===== src/rtl/alu_seq_if.sv =====
// Types and handshake interface for the registered sequential ALU (alu_seq).
// The package sits ahead of the interface so both the interface and the design can import it.

package alu_seq_pkg;

    // Opcode set of the combinational ALU, extended with SUB, LSR and MUL.
    // Encodings 11..15 are undefined and produce result 0 with only Z set.
    typedef enum logic [3:0] {
        ALU_OP_ADD = 4'd0,
        ALU_OP_OR  = 4'd1,
        ALU_OP_AND = 4'd2,
        ALU_OP_XOR = 4'd3,
        ALU_OP_NOT = 4'd4,
        ALU_OP_NEG = 4'd5,
        ALU_OP_LSL = 4'd6,
        ALU_OP_ASR = 4'd7,
        ALU_OP_SUB = 4'd8,
        ALU_OP_LSR = 4'd9,
        ALU_OP_MUL = 4'd10
    } alu_operation_e;

    // Sequencer state, exported on the debug port of alu_seq.
    typedef enum logic {
        ST_IDLE = 1'b0,
        ST_BUSY = 1'b1
    } alu_seq_state_e;

endpackage

// Handshake: a transfer happens on a rising edge where valid and ready are both high.
// A producer holds valid and its payload stable until that edge; ready may depend
// combinationally on the other side's state but never on the same side's valid.
interface alu_seq_if #(
    parameter int Width = 8
);
    import alu_seq_pkg::*;

    logic                 in_valid_i;
    logic                 in_ready_o;
    logic [Width-1:0]     a_i;
    logic [Width-1:0]     b_i;
    alu_operation_e       op_i;
    logic                 out_valid_o;
    logic                 out_ready_i;
    logic [Width-1:0]     result_o;
    logic [3:0]           flags_o;

    modport master (
        output in_valid_i, a_i, b_i, op_i, out_ready_i,
        input  in_ready_o, out_valid_o, result_o, flags_o
    );

    modport slave (
        input  in_valid_i, a_i, b_i, op_i, out_ready_i,
        output in_ready_o, out_valid_o, result_o, flags_o
    );

endinterface


===== src/rtl/alu_seq.sv =====
// alu_seq: registered, handshaked ALU with {N,Z,C,V} flags.
// Single-cycle ops complete with latency 1; MUL is a shift-add over Width cycles.
// Build option: define ALU_SEQ_MUL_EN to compile in the multiplier, BUSY state and
// step counter. Without it MUL behaves as an undefined opcode (result 0, Z=1, latency 1).

module alu_seq
    import alu_seq_pkg::*;
#(
    parameter int Width = 8
) (
    input  logic            clk_i,
    input  logic            rst_i,
    alu_seq_if.slave        bus,
    output alu_seq_state_e  state_o
);

    localparam int Msb = Width - 1;

    alu_seq_state_e   state_q;
    logic             out_valid_q;
    logic [Width-1:0] result_q;
    logic [3:0]       flags_q;
    logic             accept;
    logic             is_mul;

    // A new op may enter only when idle and the output slot is free or being emptied.
    assign bus.in_ready_o  = (state_q == ST_IDLE) && (!out_valid_q || bus.out_ready_i);
    assign accept          = bus.in_valid_i && bus.in_ready_o;
    assign bus.out_valid_o = out_valid_q;
    assign bus.result_o    = result_q;
    assign bus.flags_o     = flags_q;
    assign state_o         = state_q;

    // Shared adder: ADD is x+y, SUB is a+~b+1, NEG is 0+~a+1.
    logic [Width-1:0] add_x;
    logic [Width-1:0] add_y;
    logic             add_cin;
    logic [Width:0]   add_sum;
    logic             add_v;

    // Select adder operands for ADD/SUB/NEG.
    always_comb begin
        add_x   = bus.a_i;
        add_y   = bus.b_i;
        add_cin = 1'b0;
        case (bus.op_i)
            ALU_OP_SUB: begin
                add_y   = ~bus.b_i;
                add_cin = 1'b1;
            end
            ALU_OP_NEG: begin
                add_x   = '0;
                add_y   = ~bus.a_i;
                add_cin = 1'b1;
            end
            default: ;
        endcase
    end

    assign add_sum = {1'b0, add_x} + {1'b0, add_y} + {{Width{1'b0}}, add_cin};
    // Signed overflow: both addends share a sign that the sum does not.
    assign add_v   = (add_x[Msb] == add_y[Msb]) && (add_sum[Msb] != add_x[Msb]);

    logic [Width-1:0] res_c;
    logic             c_c;
    logic             v_c;
    logic [3:0]       flags_c;

    // Single-cycle result and C/V. Shifts by >= Width fall out of SV shift semantics
    // (zero fill, or sign fill for the arithmetic shift).
    always_comb begin
        res_c = '0;
        c_c   = 1'b0;
        v_c   = 1'b0;
        case (bus.op_i)
            ALU_OP_ADD, ALU_OP_SUB, ALU_OP_NEG: begin
                res_c = add_sum[Msb:0];
                c_c   = add_sum[Width];
                v_c   = add_v;
            end
            ALU_OP_OR:  res_c = bus.a_i | bus.b_i;
            ALU_OP_AND: res_c = bus.a_i & bus.b_i;
            ALU_OP_XOR: res_c = bus.a_i ^ bus.b_i;
            ALU_OP_NOT: res_c = ~bus.a_i;
            ALU_OP_LSL: res_c = bus.a_i << bus.b_i;
            ALU_OP_LSR: res_c = bus.a_i >> bus.b_i;
            ALU_OP_ASR: res_c = $unsigned($signed(bus.a_i) >>> bus.b_i);
            default:    res_c = '0;
        endcase
    end

    assign flags_c = {res_c[Msb], (res_c == '0), c_c, v_c};

`ifdef ALU_SEQ_MUL_EN
    localparam int CntW = $clog2(Width);

    // Product register: high half accumulates, low half holds the remaining multiplier bits.
    logic [2*Width-1:0] prod_q;
    logic [2*Width-1:0] prod_first;
    logic [2*Width-1:0] prod_next;
    logic [Width-1:0]   mcand_q;
    logic [CntW-1:0]    cnt_q;

    // One shift-add step: conditionally add the multiplicand to the high half, shift right.
    function automatic logic [2*Width-1:0] mul_step(input logic [2*Width-1:0] p,
                                                     input logic [Width-1:0]   m);
        logic [Width:0] upper;
        upper = {1'b0, p[2*Width-1:Width]} + (p[0] ? {1'b0, m} : {(Width+1){1'b0}});
        return {upper, p[Width-1:1]};
    endfunction

    // The accept edge already performs the first step, so Width steps end Width-1 edges later.
    assign prod_first = mul_step({{Width{1'b0}}, bus.b_i}, bus.a_i);
    assign prod_next  = mul_step(prod_q, mcand_q);
    assign is_mul     = (bus.op_i == ALU_OP_MUL);
`else
    assign is_mul     = 1'b0;
`endif

    // Sequencer and output register: IDLE issues single-cycle ops, BUSY runs the multiplier.
    always_ff @(posedge clk_i) begin
        if (rst_i) begin
            state_q     <= ST_IDLE;
            out_valid_q <= 1'b0;
            result_q    <= '0;
            flags_q     <= '0;
`ifdef ALU_SEQ_MUL_EN
            prod_q      <= '0;
            mcand_q     <= '0;
            cnt_q       <= '0;
`endif
        end else begin
            case (state_q)
                ST_IDLE: begin
                    if (accept && !is_mul) begin
                        result_q    <= res_c;
                        flags_q     <= flags_c;
                        out_valid_q <= 1'b1;
                    end
`ifdef ALU_SEQ_MUL_EN
                    else if (accept) begin
                        state_q     <= ST_BUSY;
                        prod_q      <= prod_first;
                        mcand_q     <= bus.a_i;
                        cnt_q       <= CntW'(1);
                        out_valid_q <= 1'b0;
                    end
`endif
                    else if (bus.out_ready_i) begin
                        out_valid_q <= 1'b0;
                    end
                end
                ST_BUSY: begin
`ifdef ALU_SEQ_MUL_EN
                    if (out_valid_q && bus.out_ready_i) begin
                        out_valid_q <= 1'b0;
                    end
                    prod_q <= prod_next;
                    cnt_q  <= cnt_q + 1'b1;
                    if (cnt_q == CntW'(Width - 1)) begin
                        state_q     <= ST_IDLE;
                        cnt_q       <= '0;
                        result_q    <= prod_next[Width-1:0];
                        flags_q     <= {prod_next[Msb], (prod_next[Width-1:0] == '0),
                                        |prod_next[2*Width-1:Width], 1'b0};
                        out_valid_q <= 1'b1;
                    end
`else
                    state_q <= ST_IDLE;
`endif
                end
                default: state_q <= ST_IDLE;
            endcase
        end
    end

endmodule

===== src/flat_wrapper.sv =====
// flat-port wrapper written by rule: the top's interface ports become plain ports
module alu_seq_flat import alu_seq_pkg::*;
#(
    parameter int Width = 8
)
  (clk_i, rst_i, state_o, bus_in_valid_i, bus_a_i, bus_b_i, bus_op_i, bus_out_ready_i, bus_in_ready_o, bus_out_valid_o, bus_result_o, bus_flags_o);
  alu_seq_if #(.Width(Width)) bus_i ();
  input  logic clk_i;
  input  logic rst_i;
  output alu_seq_state_e state_o;
  input wire logic [$bits(bus_i.in_valid_i)-1:0] bus_in_valid_i;
  input wire logic [$bits(bus_i.a_i)-1:0] bus_a_i;
  input wire logic [$bits(bus_i.b_i)-1:0] bus_b_i;
  input wire logic [$bits(bus_i.op_i)-1:0] bus_op_i;
  input wire logic [$bits(bus_i.out_ready_i)-1:0] bus_out_ready_i;
  output wire logic [$bits(bus_i.in_ready_o)-1:0] bus_in_ready_o;
  output wire logic [$bits(bus_i.out_valid_o)-1:0] bus_out_valid_o;
  output wire logic [$bits(bus_i.result_o)-1:0] bus_result_o;
  output wire logic [$bits(bus_i.flags_o)-1:0] bus_flags_o;
  assign bus_i.in_valid_i = bus_in_valid_i;
  assign bus_i.a_i = bus_a_i;
  assign bus_i.b_i = bus_b_i;
  assign bus_i.op_i = bus_op_i;
  assign bus_i.out_ready_i = bus_out_ready_i;
  assign bus_in_ready_o = bus_i.in_ready_o;
  assign bus_out_valid_o = bus_i.out_valid_o;
  assign bus_result_o = bus_i.result_o;
  assign bus_flags_o = bus_i.flags_o;
  alu_seq #(.Width(Width)) u_core (.clk_i(clk_i), .rst_i(rst_i), .bus(bus_i), .state_o(state_o));
endmodule

===== config.mk =====
export PLATFORM = sky130hd
export DESIGN_NAME = alu_seq_flat
export DESIGN_NICKNAME = d
export VERILOG_FILES = /design/src/rtl/alu_seq_if.sv /design/src/rtl/alu_seq.sv /design/src/flat_wrapper.sv
export SDC_FILE = /design/constraint.sdc
export NUM_CORES = 1
export LEC_CHECK = 0
export CORE_ASPECT_RATIO = 0.8
export CORE_MARGIN = 3
export CORE_UTILIZATION = 60
export DETAILED_ROUTE_END_ITERATION = 12
export PLACE_DENSITY = 0.87
export SYNTH_ARGS = -nofsm -noshare
export SYNTH_HDL_FRONTEND = slang
export SYNTH_SLANG_ARGS = --single-unit

===== constraint.sdc =====
create_clock -name clk_i -period 8.6 [get_ports clk_i]
set_input_delay 1.29 -clock clk_i [delete_from_list [all_inputs] [get_ports clk_i]]
set_output_delay 1.29 -clock clk_i [all_outputs]
set_load 0.03 [all_outputs]

==> flow_summary_export.csv, run 1 <==
group,metric,value,unit
outcome,status,"complete, no violations",
cts,clk_latency,0.24,ns
min_path,hp-start,"u_core.bus.result_o[5]",
placed_design,place.gp.congestion,0.996,
global_route,grt_overflow,0,
cts,clkSinkCount,12,
synthesis,syn_avg_cell_area,7.38,um2
timing,setup_viol,0,
placed_design,dp.cells,409,
critical_path,cp-start-kind,"input pin",
critical_path,slowest_delay,0.86,ns
global_route,grt_pass1_wl,12600,um
power_and_ir_drop,vdd_drop_max,97.7,uV
min_path,hold_class,"flip-flop to flip-flop",
timing,rsz0062_at_grt,"false",
detailed_routing,drc,0,
synthesis,synth_mux_area_share,10.7,%
critical_path,worstPathMaxFanout,30,
run,drv_cap,0,
detailed_routing,avgRoutedWirePerCell,19.2,um
critical_path,r2r_slack,6.73,ns
synthesis,synthesis.nets,395,
critical_path,r2r_cells,6,
layout,n_antenna_cell,0,
layout,syn_to_final_growth,13.8,%
power_and_ir_drop,p_per_area,91.1,mW/mm2
timing,finalCritPeriodShare,67.0,%
layout,final-instance-count-excl-fill,412,
detailed_routing,drt-pass1-iter-count,5,
layout,nNetsFinal,408,
synthesis,yosys_warnings,0,
layout,final_layout_size_suffix_gt1_share,6.16,%
cts,cts_root_buffer,"clkbuf_8",
cts,cts.clk_slew.worst_paths,0.05,ns
synthesis,synthXorXnorAreaFrac,1.71,%
synthesis,ys_ff_latch,12,
floorplan,start_util,64.6,%
global_route,grt_max_degree,31,
timing,slew_violations,0,
cts,cts_tree,"yes",
synthesis,ys_seq_area_share,9.40,%
min_path,whs_endpoint,"u_core.bus.result_o[5]",
synthesis,yosys_most_used_dff,"dfxtp_1",
synthesis,syn_inst,346,
timing,hold_violations,0,
min_path,whs_path_depth,2,
synthesis,synthAdderAreaFrac,12.8,%
detailed_routing,via_per_inst,6.82,
critical_path,end_kind,"flip-flop",
synthesis,syn_area,0.00255,mm2
critical_path,rr_startpoint,"u_core.bus.out_valid_o",
detailed_routing,num_vias,2809,
power_and_ir_drop,p_leak,0.00116,uW
critical_path,critPathSlowestCell,"clkdlybuf4s50_1",
critical_path,rr_endpoint,"u_core.bus.flags_o[2]",
synthesis,synth_edf_count,0,
layout,fin_area,0.00291,mm2
timing,fin_crit,5.76,ns
placed_design,port_buffers,37,
critical_path,cp.arrival,5.93,ns
cts,clockBufferDepth,2,
placed_design,place_ws,2.73,ns
cts,ctsHoldBuffers,0,
synthesis,synth_simple_gate_area_share,28.3,%
critical_path,required,8.77,ns
timing,setup_slack,2.84,ns
global_route,antenna_found_initial,0,
floorplan,rows,20,
placed_design,dp_hpwl,5930,um
timing,worst_pin_slew,0.940,ns
power_and_ir_drop,p_total,265,uW
critical_path,crit_chain,"clkdlybuf4s50_1, nor2_1, nand3_1, and2_1, a221o_1, fa_1, inv_1, fa_1, nor2b_1, o31ai_1, a21oi_1, xnor2_1, o221ai_1, or4_1, o21ai_1",
detailed_routing,drt-total-wl,7890,um
detailed_routing,drt-initial-drc-count,433,
floorplan,die_w,79.0,um
cts,post-cts-setup-buffers,0,
synthesis,synth_top_family_by_area,"simple AND/OR/NAND/NOR gates",
critical_path,worst-path-buf-inv,2,
timing,fmax,174,MHz
critical_path,path_common_cell,"fa_1",
floorplan,num_io_pins,39,
floorplan,die_h,64.4,um
global_route,grt.total_usage,31.1,%
timing,skew,0.00208,ns
cts,cts_resized,0,
critical_path,cp_top_family,"simple AND/OR/NAND/NOR gates",
critical_path,worstSetupPathType,"input pin to flip-flop",
detailed_routing,ant_nets,0,
synthesis,synth-compound-area-share,27.4,%
floorplan,design.core.area,0.00395,mm2
floorplan,fp.dieArea,0.00508,mm2
global_route,grt_pass1_vias,2522,
synthesis,async_flop_share,0,%
cts,numCtsBuffers,3,
synthesis,ys_types,75,
timing,slew_headroom,36.9,%
placed_design,place_area,0.00287,mm2
timing,tns,0,ns
cts,htreeDepth,1,
==> worst reg2reg max path: stages, from the launching register on <==
cell and delay [ns]:
dfxtp_1 0.30, nand2b_1 0.12, nand2_1 0.24, a311oi_1 0.28, o2111ai_1 0.19, or4_1 0.55
o21ai_1 0.12
==> state kept, by name, indices dropped and copies added, names as in the netlist <==
register / cells
u_core.bus.result_o: 7
u_core.bus.flags_o: 4
u_core.bus.out_valid_o: 1
==> stage by stage <==
stage,utilization [%],hold slack [ns]
after CTS,73.5,0.456
after detailed placement,72.5,0.450
final,73.5,0.459
after global routing,73.5,0.488
after global placement,72.5,0.444
after floorplan,-,0.580
==> synthesized netlist by cell type, types with 3 or more instances <==
master	instances	area, um2
nand4_1	6	37.5
ha_1	23	288
mux4_2	8	180
and2_1	8	50.1
a221o_1	7	70.1
a311oi_1	4	35.0
nor3_1	12	60.1
dfxtp_1	12	240
o2111ai_1	3	26.3
inv_1	25	93.8
a211oi_1	6	45.0
nand2b_1	3	18.8
nand2_1	26	97.6
buf_2	9	45.0
a31oi_1	6	37.5
clkbuf_1	18	67.6
o211ai_1	5	37.5
nor2b_1	6	37.5
o21ai_0	8	40.0
and3b_1	3	26.3
xnor2_1	4	35.0
nor2_1	40	150
a21oi_1	15	75.1
o21ai_1	4	20.0
mux2i_1	7	70.1
nor3b_1	4	30.0
nand3_1	8	40.0
o22ai_1	3	18.8
==> cell usage in the layout, fill, tap and decap left out, types with 6 or more instances in the layout <==
cell type / n
nor2_1: 40
clkdlybuf4s50_1: 37
nand2_1: 26
inv_1: 25
ha_1: 23
a21oi_1: 15
nor3_1: 12
dfxtp_1: 12
nand3_1: 8
and2_1: 8
o21ai_0: 8
mux4_2: 8
a221o_1: 7
mux2i_1: 7
nor2b_1: 6
a211oi_1: 6
nand4_1: 6
a31oi_1: 6
==> cell families after synthesis <==
| kind of cell | after synthesis |
|---|---|
| AND/OR/NAND/NOR | 135 |
| other | 1 |
| buffers and inverters | 58 |
| adder cells (fa/ha/maj) | 25 |
| flip-flops | 12 |
| multiplexers | 17 |
| AO/OA/AOI/OAI | 93 |
| XOR/XNOR | 5 |
==> layer usage <==
metal / up-vias / global-route usage [%] / part of all wire, %
met2: 191 / 48.8 / 43
met3: 28 / 6.20 / 12
met5: - / 0 / 0
met4: 0 / 7.08 / 2.8
li1: 1307 / - / -
met1: 1283 / 44.0 / 42
==> report_power, final <==
part / total, uW / switching, uW / leakage [uW] / internal (uW)
Combinational: 153 / 90.0 / 0.00104 / 63.3
Sequential: 62.1 / 2.33 / 0.0000987 / 59.8
Clock: 49.4 / 18.7 / 0.0000216 / 30.7
Total: 265 / 111 / 0.00116 / 154
==> area by class of cell <==
type / count / area (um2)
clock buffer: 3 / 41.3
tap: 55 / 68.8
multi-input combinational: 276 / 2070
fill: 336 / 1050
sequential: 12 / 240
inverter: 27 / 101
timing repair buffer: 39 / 385
==> worst max path at each step <==
stage | startpoint | to | slack [ns] | depth (start not counted)
2_1_floorplan | bus_op_i[0] | u_core.bus.flags_o[2] | 3.94 | 14
4_1_cts | bus_op_i[1] | u_core.bus.flags_o[2] | 2.97 | 15
3_3_place_gp | bus_op_i[1] | u_core.bus.flags_o[2] | 2.95 | 13
6_report | bus_op_i[1] | u_core.bus.flags_o[2] | 2.84 | 15
5_1_grt | bus_op_i[1] | u_core.bus.flags_o[2] | 2.49 | 15
3_5_place_dp | bus_op_i[1] | u_core.bus.flags_o[2] | 2.73 | 15
No activity file was read; power rests on OpenSTA's default activity.
==> run 2, diff against run 1 <==
--- a/config.mk
+++ b/config.mk
@@ -7,9 +7,9 @@
 export LEC_CHECK = 0
 export CORE_ASPECT_RATIO = 0.8
 export CORE_MARGIN = 3
-export CORE_UTILIZATION = 60
+export CORE_UTILIZATION = 50
 export DETAILED_ROUTE_END_ITERATION = 12
-export PLACE_DENSITY = 0.87
+export PLACE_DENSITY = 0.78
 export SYNTH_ARGS = -nofsm -noshare
 export SYNTH_HDL_FRONTEND = slang
 export SYNTH_SLANG_ARGS = --single-unit
==> constraint.sdc (replaced) <==
create_clock -name clk_i -period 4.9 [get_ports clk_i]
set_input_delay 0.735 -clock clk_i [delete_from_list [all_inputs] [get_ports clk_i]]
set_output_delay 0.735 -clock clk_i [all_outputs]
set_load 0.03 [all_outputs]
==> flow_summary_export.csv, run 2 (same netlist as run 1, synthesis figures left out) <==
group,metric,value,unit
outcome,status,"complete, no violations",
timing,setup_slack,0.494,ns
detailed_routing,drt-pass1-iter-count,5,
layout,largest_reg_flops,7,
cts,cts.clk_slew.worst_paths,0.05,ns
global_route,grt_overflow,0,
cts,htreeDepth,1,
detailed_routing,avgRoutedWirePerCell,18.9,um
global_route,grt_pass1_vias,2636,
cts,clk_latency,0.24,ns
cts,cts_root_buffer,"clkbuf_8",
timing,fmax,227,MHz
layout,final_layout_size_suffix_gt1_share,9.46,%
placed_design,port_buffers,37,
cts,ctsHoldBuffers,0,
power_and_ir_drop,p_leak,0.00122,uW
critical_path,crit_chain,"clkdlybuf4s50_1, nand2b_1, or2_2, and2_1, a221o_1, fa_1, a21oi_1, o221ai_1, o41ai_1, xor2_1, o211ai_1, or4_1, o21ai_1",
detailed_routing,ant_nets,0,
critical_path,worstSetupPathType,"input pin to flip-flop",
layout,fin_util,63.4,%
critical_path,slowest_delay,0.51,ns
timing,tns,0,ns
power_and_ir_drop,vdd_drop_max,241,uV
floorplan,num_io_pins,39,
timing,hold_violations,0,
cts,numCtsBuffers,3,
floorplan,design.core.area,0.00476,mm2
cts,clockBufferDepth,2,
layout,syn_to_final_growth,18.1,%
layout,nNetsFinal,420,
detailed_routing,via_per_inst,6.71,
global_route,antenna_found_initial,0,
detailed_routing,drc,0,
layout,final_cell_mix,"40 x nor2_1, 37 x clkdlybuf4s50_1, 26 x nand2_1",
layout,final_common_cell,"nor2_1",
timing,slew_violations,0,
timing,rsz0062_at_grt,"false",
floorplan,fp.dieArea,0.00601,mm2
floorplan,rows,22,
timing,setup_viol,0,
placed_design,place.gp.congestion,1.00,
critical_path,required,5.08,ns
detailed_routing,num_vias,2885,
critical_path,end_kind,"flip-flop",
critical_path,critPathSlowestCell,"o41ai_1",
cts,clkSinkCount,12,
timing,holdWs,0.468,ns
power_and_ir_drop,p_total,490,uW
cts,cts_resized,0,
critical_path,worstPathMaxFanout,9,
timing,finalCritPeriodShare,89.9,%
global_route,grt_pass1_wl,13300,um
placed_design,dp_hpwl,6210,um
floorplan,die_w,85.9,um
cts,cts_tree,"yes",
timing,slew_headroom,54.9,%
detailed_routing,drt-total-wl,8120,um
floorplan,die_h,69.9,um
timing,skew,0.000609,ns
timing,fin_crit,4.41,ns
layout,n_antenna_cell,0,
placed_design,place_ws,0.276,ns
power_and_ir_drop,p_per_area,163,mW/mm2
floorplan,start_util,53.7,%
critical_path,cp-start-kind,"input pin",
detailed_routing,drt-initial-drc-count,373,
global_route,grt_max_degree,27,
critical_path,cp.arrival,4.58,ns
global_route,grt.total_usage,27.1,%
min_path,hold_class,"flip-flop to flip-flop",
cts,post-cts-setup-buffers,0,
timing,worst_pin_slew,0.667,ns
run,drv_cap,0,
[run 2: metal layers]
| layer | part of all wire [%] | global-route usage (%) | up-vias | wire length (um) |
|---|---|---|---|---|
| li1 | - | - | 1338 | - |
| met1 | 44 | 39.1 | 1332 | 3540 |
| met2 | 44 | 41.7 | 188 | 3550 |
| met3 | 10 | 3.77 | 27 | 814 |
| met4 | 2.6 | 7.56 | 0 | 208 |
| met5 | 0 | 0 | - | 0 |
[run 2: final cells by class]
| class | instances | area, um2 |
|---|---|---|
| clock buffers | 4 | 55.1 |
| fillers | 437 | 1740 |
| inverters | 27 | 101 |
| multi-input cells | 276 | 2070 |
| flip-flops and latches | 12 | 240 |
| well taps | 60 | 75.1 |
| repair buffers | 51 | 475 |
[run 2: power breakdown]
group          internal [uW]  switching (uW)
logic                    117             158
clock network           71.0            36.2
registers                105            3.77
[run 2: worst paths after layout]
path / startpoint / to / slack (ns) / cells after the start
max reg2reg: u_core.bus.out_valid_o / u_core.bus.flags_o[2] / 2.99 / 6
min reg2reg: u_core.bus.result_o[5] / u_core.bus.result_o[5] / 0.47 / 2
max: bus_op_i[1] / u_core.bus.flags_o[2] / 0.49 / 13
min: u_core.bus.result_o[5] / u_core.bus.result_o[5] / 0.47 / 2
[run 2: metrics by stage]
step	cells	instance area, um2
floorplan	346	2550
global placement	426	2960
CTS	430	3020
finish	430	3020
global route	430	3020
detailed placement	426	2960
[run 2: worst max-delay path, delay by kind of cell]
family                     cells  cell delay [ns]
buffers and inverters          1             0.50
AOI/OAI and AO/OA              6             1.49
xor gates and xnor gates       1             0.20
adders and majority gates      1             0.45
and+or+nand+nor                4             1.20
